## config.mk

```make
export PLATFORM = sky130hd
export DESIGN_NAME = voice_scheduler
export DESIGN_NICKNAME = d
export VERILOG_FILES = /design/src/rtl/voice_sched_pkg.sv /design/src/rtl/waveform_generators.sv /design/src/rtl/voice_scheduler.sv
export SDC_FILE = /design/constraint.sdc
export NUM_CORES = 1
export LEC_CHECK = 0
export BUFFER_PORTS_ARGS = -buffer_cell sky130_fd_sc_hd__buf_4
export CAP_MARGIN = 20
export CELL_PAD_IN_SITES_DETAIL_PLACEMENT = 2
export CELL_PAD_IN_SITES_GLOBAL_PLACEMENT = 2
export CORE_UTILIZATION = 30
export CTS_BUF_LIST = sky130_fd_sc_hd__clkbuf_2 sky130_fd_sc_hd__clkbuf_4 sky130_fd_sc_hd__clkbuf_8
export DETAILED_ROUTE_END_ITERATION = 16
export PLACE_DENSITY_LB_ADDON = 0.1
export SKIP_LAST_GASP = 1
export SLEW_MARGIN = 30
export SYNTH_ARGS = -nofsm -noshare
export SYNTH_HDL_FRONTEND = slang
export SYNTH_SLANG_ARGS = --single-unit
```

## constraint.sdc

```tcl
create_clock -name clk -period 7.46 [get_ports clk]
set_input_delay 0.746 -clock clk [delete_from_list [all_inputs] [get_ports clk]]
set_output_delay 0.746 -clock clk [all_outputs]
set_load 0.02 [all_outputs]
```

## src/rtl/voice_sched_pkg.sv

```systemverilog
// Shared types and constants for the time-multiplexed voice scheduler.
// Latency: none (declarations only); backpressure: n/a.
package voice_sched_pkg;

  localparam int SAMPLE_W    = 8;
  localparam int DEF_PHASE_W = 24;

  localparam logic WAVE_SAW = 1'b0;
  localparam logic WAVE_TRI = 1'b1;

  typedef enum logic [1:0] {
    ST_IDLE = 2'd0,
    ST_RUN  = 2'd1,
    ST_OUT  = 2'd2
  } state_e;

  // Triangle folds the upper half of the ramp back down; the doubling drops the MSB.
  function automatic logic [SAMPLE_W-1:0] tri_wave(input logic [SAMPLE_W-1:0] t);
    logic [SAMPLE_W-1:0] r;
    r = t[SAMPLE_W-1] ? ~t : t;
    return {r[SAMPLE_W-2:0], 1'b0};
  endfunction

endpackage

```

## src/rtl/waveform_generators.sv

```systemverilog
// Shared sawtooth/triangle generator driven by the top byte of a phase word.
// Latency: combinational; backpressure: none.
module waveform_generators
  import voice_sched_pkg::*;
#(
  parameter int PHASE_W = DEF_PHASE_W
) (
  input  logic                clk,
  input  logic                rst_n,
  input  logic                enable,
  input  logic [PHASE_W-1:0]  phase_i,
  output logic [SAMPLE_W-1:0] saw_o,
  output logic [SAMPLE_W-1:0] tri_o
);

  logic [SAMPLE_W-1:0] top_byte;
  logic                unused_bits;

  assign top_byte = phase_i[PHASE_W-1 -: SAMPLE_W];
  assign saw_o    = enable ? top_byte : '0;
  assign tri_o    = enable ? tri_wave(top_byte) : '0;

  // Clock and reset are carried for a future pipelined generator.
  assign unused_bits = ^{clk, rst_n, phase_i[PHASE_W-SAMPLE_W-1:0]};

endmodule

```

## src/rtl/voice_scheduler.sv

```systemverilog
// Round-robin voice sweep per sample_tick; mix strobed NUM_VOICES+1 cycles after the tick.
// Ticks while busy are dropped with an overrun pulse. Hard sync built when VOICE_SCHED_HARD_SYNC_EN is defined.
module voice_scheduler
  import voice_sched_pkg::*;
#(
  parameter  int NUM_VOICES = 4,
  parameter  int PHASE_W    = DEF_PHASE_W,
  localparam int IDX_W      = $clog2(NUM_VOICES)
) (
  input  logic                      clk,
  input  logic                      rst,
  input  logic                      sample_tick,
  input  logic                      cfg_we,
  input  logic [IDX_W-1:0]          cfg_addr,
  input  logic [PHASE_W-1:0]        cfg_freq,
  input  logic                      cfg_wave,
  input  logic                      cfg_en,
  input  logic                      cfg_phase_clr,
  input  logic                      cfg_sync,
  output logic [SAMPLE_W+IDX_W-1:0] mix_out,
  output logic                      mix_valid,
  output logic                      busy,
  output logic                      overrun
);

  localparam int ACC_W = SAMPLE_W + IDX_W;

  state_e             state_q, state_d;
  logic [IDX_W-1:0]   idx_q, idx_d;
  logic [ACC_W-1:0]   acc_q, acc_d;
  logic [ACC_W-1:0]   mix_q, mix_d;
  logic               overrun_q, overrun_d;

  logic [PHASE_W-1:0]    phase_q [NUM_VOICES];
  logic [PHASE_W-1:0]    freq_q  [NUM_VOICES];
  logic [NUM_VOICES-1:0] wave_q, en_q, sync_q;

  logic [PHASE_W:0]    step_sum;
  logic [PHASE_W-1:0]  np, new_phase;
  logic                carry, sync_hit;
  logic [SAMPLE_W-1:0] saw_s, tri_s, sample;
  logic [ACC_W-1:0]    contrib;

  assign step_sum = {1'b0, phase_q[idx_q]} + {1'b0, freq_q[idx_q]};
  assign np       = step_sum[PHASE_W-1:0];
  assign carry    = step_sum[PHASE_W];

`ifdef VOICE_SCHED_HARD_SYNC_EN
  logic wrap_q;

  assign sync_hit = en_q[idx_q] && sync_q[idx_q] && wrap_q && (idx_q != '0);

  // Frame-local: set by voice 0 carrying out, cleared when the next frame starts.
  always_ff @(posedge clk or posedge rst) begin
    if (rst) begin
      wrap_q <= 1'b0;
    end else if (state_q == ST_IDLE && sample_tick) begin
      wrap_q <= 1'b0;
    end else if (state_q == ST_RUN && idx_q == '0 && en_q[0] && carry) begin
      wrap_q <= 1'b1;
    end
  end
`else
  logic unused_sync;

  assign sync_hit    = 1'b0;
  assign unused_sync = ^{sync_q, carry};
`endif

  assign new_phase = sync_hit ? '0 : np;

  waveform_generators #(.PHASE_W(PHASE_W)) u_gen (
    .clk     (clk),
    .rst_n   (~rst),
    .enable  (1'b1),
    .phase_i (new_phase),
    .saw_o   (saw_s),
    .tri_o   (tri_s)
  );

  assign sample  = (wave_q[idx_q] == WAVE_TRI) ? tri_s : saw_s;
  assign contrib = en_q[idx_q] ? {{IDX_W{1'b0}}, sample} : '0;

  always_comb begin
    state_d   = state_q;
    idx_d     = idx_q;
    acc_d     = acc_q;
    mix_d     = mix_q;
    overrun_d = sample_tick && (state_q != ST_IDLE);
    case (state_q)
      ST_IDLE: begin
        if (sample_tick) begin
          acc_d   = '0;
          idx_d   = '0;
          state_d = ST_RUN;
        end
      end
      ST_RUN: begin
        acc_d = acc_q + contrib;
        idx_d = idx_q + 1'b1;
        if (idx_q == IDX_W'(NUM_VOICES - 1)) begin
          mix_d   = acc_q + contrib;
          state_d = ST_OUT;
        end
      end
      ST_OUT:  state_d = ST_IDLE;
      default: state_d = ST_IDLE;
    endcase
  end

  always_ff @(posedge clk or posedge rst) begin
    if (rst) begin
      state_q   <= ST_IDLE;
      idx_q     <= '0;
      acc_q     <= '0;
      mix_q     <= '0;
      overrun_q <= 1'b0;
    end else begin
      state_q   <= state_d;
      idx_q     <= idx_d;
      acc_q     <= acc_d;
      mix_q     <= mix_d;
      overrun_q <= overrun_d;
    end
  end

  // A phase clear beats the same-cycle RUN advance; the sample already used the old phase.
  always_ff @(posedge clk or posedge rst) begin
    if (rst) begin
      wave_q <= '0;
      en_q   <= '0;
      sync_q <= '0;
      for (int v = 0; v < NUM_VOICES; v++) begin
        phase_q[v] <= '0;
        freq_q[v]  <= '0;
      end
    end else begin
      for (int v = 0; v < NUM_VOICES; v++) begin
        if (cfg_we && cfg_addr == IDX_W'(v)) begin
          freq_q[v] <= cfg_freq;
          wave_q[v] <= cfg_wave;
          en_q[v]   <= cfg_en;
          sync_q[v] <= cfg_sync;
        end
        if (cfg_we && cfg_phase_clr && cfg_addr == IDX_W'(v)) begin
          phase_q[v] <= '0;
        end else if (state_q == ST_RUN && idx_q == IDX_W'(v) && en_q[v]) begin
          phase_q[v] <= new_phase;
        end
      end
    end
  end

  assign mix_out   = mix_q;
  assign mix_valid = (state_q == ST_OUT);
  assign busy      = (state_q != ST_IDLE);
  assign overrun   = overrun_q;

endmodule

```

==> impl.org <==
** Finish
- The filler cells instantiated in the layout total 3910.
- Ant diodes :: 0
- # nets final :: 1161
- Share of final-layout standard cells stronger than drive strength 1 :: 21.63%
- Area grow syn2layout :: 16.84%
- Cell area after layout :: 0.01308 mm2

** Worst setup path
- Critical Path RT :: 7.94 ns
- The number of buffers and inverters on the critical path is 1.
- The worst setup path is captured at a flip-flop.
- In this run the critical register-to-register path is launched from idx_q[0].
- CP Class :: reg2reg
- Counting cells, the worst reg-to-reg path comes to 21.
- Cells along the critical path :: mux4_2, ha_1, o21ai_0, o21bai_1, o211ai_1, a211oi_1, o31a_1, nor2_1, a311oi_2, xnor2_1, o22a_1, fa_1, inv_1, a21oi_1, o21bai_1, a21oi_1, o21bai_1, a21o_1, a21o_1, mux2_2, a22o_1
- Counting buffers and inverters, the worst setup path is 21 cells deep.
- Critical path data arrival time :: 6.64 ns
- Broken down by cell family, the worst path's largest delay share belongs to compound AO/OA/AOI/OAI gates.
- In this design, the stage delay of the slowest critical-path cell is 0.90 ns.
- The cell that appears most often on the critical path is o21bai_1.
- Reg2Reg Capture Point :: acc_q[8]
- Critical-path maximum fanout :: 33
- Startpoint type of the worst setup path :: flip-flop
- For flop-to-flop paths, the worst setup slack is 1.29 ns.
- The largest individual stage delay along the critical path comes from the cell dfrtp_4.

** Synthesis
- The top cell type by area accounts for 50.31% of the synthesized area.
- Portion of the post-synthesis area used by sequential elements :: 50.31%
- Yosys printed 0 warnings.
- Fraction of registers with async set or reset after synthesis :: 100.0%
- Largest cells by area after synthesis :: dfrtp_1, nand2_1, mux4_2, a22o_1, ha_1
- Counting every net in the synthesized netlist gives 1100.
- Synthesized cell area :: 0.01119 mm2
- Count of flip-flops with a built-in enable after synthesis :: 0
- Synth area leader :: dfrtp_1
- Synthesized flop and latch total :: 225
- The netlist uses 59 different library cells.
- Synthesis produced a netlist whose cell count is 1029.
- In the synthesized netlist the dominant register cell turns out to be dfrtp_1.
- In this run the mean area of a mapped cell was 10.88 um2.

** STA
- Slew at the pin with the worst max-slew slack :: 1.002 ns
- Setup violations remaining at the end of the flow were counted as 0.
- Fin crit period :: 6.166 ns
- Achievable frequency :: 162.2 MHz
- Relative slew slack :: 33.09%
- Between clock sinks in the finished design, the worst skew comes to 0.01842 ns.
- Max Transition Viols Final :: 0
- Number of endpoints with negative hold slack in the final report :: 0
- Setup repair after global routing left no endpoint under its margin.
- Total negative setup slack :: 0 ns
- The final critical path takes up 82.66% of the cycle.

** Place
- Post-DP HPWL :: 21930 um
- Final RePlAce weighted congestion :: 0.7311
- Post-place instance area :: 0.01215 mm2
- In this run the tool buffered the top-level ports with 45 buffer cells.

** Routing
- Mean routed wirelength per cell :: 21.67 um
- After detailed routing, the number of remaining DRC violations is 0.
- In this run, the number of DRC markers left after iteration 0 of detailed routing was 306.
- Summing over every cut layer, the via total after detailed routing is 8243.
- TritonRoute pass-1 iters :: 4
- Once detail routing completed, the nets flagged for antenna violations numbered 0.
- After detailed routing, the total wire length is 34390 um.
- Mean number of vias per cell :: 5.194

** Run status
- Run status :: finished clean

** Run
- Max capacitance violation total :: 0

** Global routing
- Initial antenna violation count :: 0
- Summed over all layers, the global routing overflow is 0.
- For this run, the total global-route usage over all layers was measured as 18.92%.
- The via count of the first global-routing pass is 9189.
- Entering global routing, the biggest net connects 111 pins.
- The first global-routing pass estimated 55140 um of wire.

** CTS
- Worst-skew pair later-pin latency :: 0.60 ns
- CTS built an H-tree with a depth of 2.
- Quantity of gates resized following cts :: 0
- Clock tree synthesis inserted a total of 44 buffers.
- Root cell of the clock tree :: clkbuf_8
- Clock net sink count :: 225
- Count of hold buffers inserted by post-cts repair :: 0
- TritonCTS clock tree :: built
- In this run the deepest clock path goes through 3 buffers.
- Post-CTS clock slew at the launch and capture registers of the worst setup and hold paths :: 0.06 ns
- Post-CTS Setup Inserts :: 0

** Floorplanning
- The initial utilization of the core area, before any placement, comes to 30.49%.
- The total area inside the core boundary comes to 0.03670 mm2.
- The die covers 0.03808 mm2.
- The die is 195.1 um tall.
- In this run the core area contains 70 standard-cell rows.
- Die span in x :: 195.1 um
- Pin placement for this block handled 47 I/O pins.

** Power
- The worst-case IR drop observed on VDD is 0.1625 mV.
- The design draws 6429 uW.
- The analysis attributes to cell leakage a power of 0.006142 uW.
- PD cells :: 491.7 mW/mm2

** Min path
- The tightest min-delay check is of the in2async type.
==> through the flow <==
step,utilization (%),std cells,setup WS (ns),hold slack [ns]
2_1_floorplan,-,1029,0.5512,0.4403
3_3_place_gp,33.06,1511,1.253,0.4518
3_5_place_dp,33.12,1512,1.173,0.4622
4_1_cts,35.62,1587,1.156,0.3211
5_1_grt,35.63,1587,0.7836,0.3415
6_report,35.63,1587,1.294,0.3210
==> logic make-up after synthesis <==
family	after synthesis	synth area share, %
adders and majority gates	37	4.271
muxes	78	12.76
xor gates and xnor gates	33	2.583
buffers and inverters	78	2.639
DFF	225	50.31
and+or+nand+nor	368	13.45
AOI/OAI and AO/OA	210	13.99
==> flip-flops by register name, indices dropped and copies added, names as in the netlist <==
| register | flops |
|---|---|
| acc_q | 10 |
| state_q | 2 |
| idx_q | 2 |
| freq_q | 96 |
| overrun | 1 |
| phase_q | 96 |
| wave_q | 4 |
| en_q | 4 |
| mix_out | 10 |
==> how the worst max path moves through the flow <==
stage	slack, ns	from	to
after global routing	0.78	idx_q[0]	mix_out[9]
after CTS	1.16	idx_q[0]	acc_q[8]
after detailed placement	1.17	idx_q[0]	acc_q[8]
after floorplan	0.55	rst	acc_q[0]
after global placement	1.25	idx_q[0]	mix_out[9]
final	1.29	idx_q[0]	acc_q[8]
==> layout make-up <==
type                    count  area (um2)  share of cell area [%]
clock inverters             5       30.03                  0.2297
inverters                  26       105.1                  0.8038
multi-input cells         726        5316                   40.66
well taps                 468       585.6                   4.478
repair buffers             67       514.2                   3.933
clock buffers              70       888.4                   6.794
flip-flops and latches    225        5635                   43.10
==> Yosys cell counts, types with 6 or more instances <==
master / n
a21oi_1: 22
nor2_1: 21
o21bai_1: 10
mux4_2: 49
clkbuf_1: 39
o21ai_0: 54
ha_1: 35
nand2_1: 303
o21a_1: 6
xnor2_1: 24
dfrtp_1: 225
mux2_2: 27
xor2_1: 9
inv_1: 26
nand3_1: 7
buf_1: 11
a21o_1: 8
a22o_1: 75
==> routing by layer <==
| layer | wire length (um) | global-route usage, % |
|---|---|---|
| met5 | 0 | 0 |
| met4 | 903 | 6.328 |
| met3 | 957 | 3.506 |
| met2 | 16610 | 31.04 |
| met1 | 15910 | 25.13 |
==> cell usage in the layout, fill, tap and decap left out, types with 25 or more instances in the layout <==
cell      synthesis  layout
ha_1             35      35
inv_1            26      25
dfrtp_1         225     223
mux2_2           27      27
mux4_2           49      49
o21ai_0          54      54
buf_4             0      65
clkbuf_8          0      58
a22o_1           75      75
nand2_1         303     303
==> report_power, final <==
group	internal, uW	switching, uW
registers	1580	280
clock network	748	558
logic	1390	1880
total	3720	2710
No activity file was read; power rests on OpenSTA's default activity.
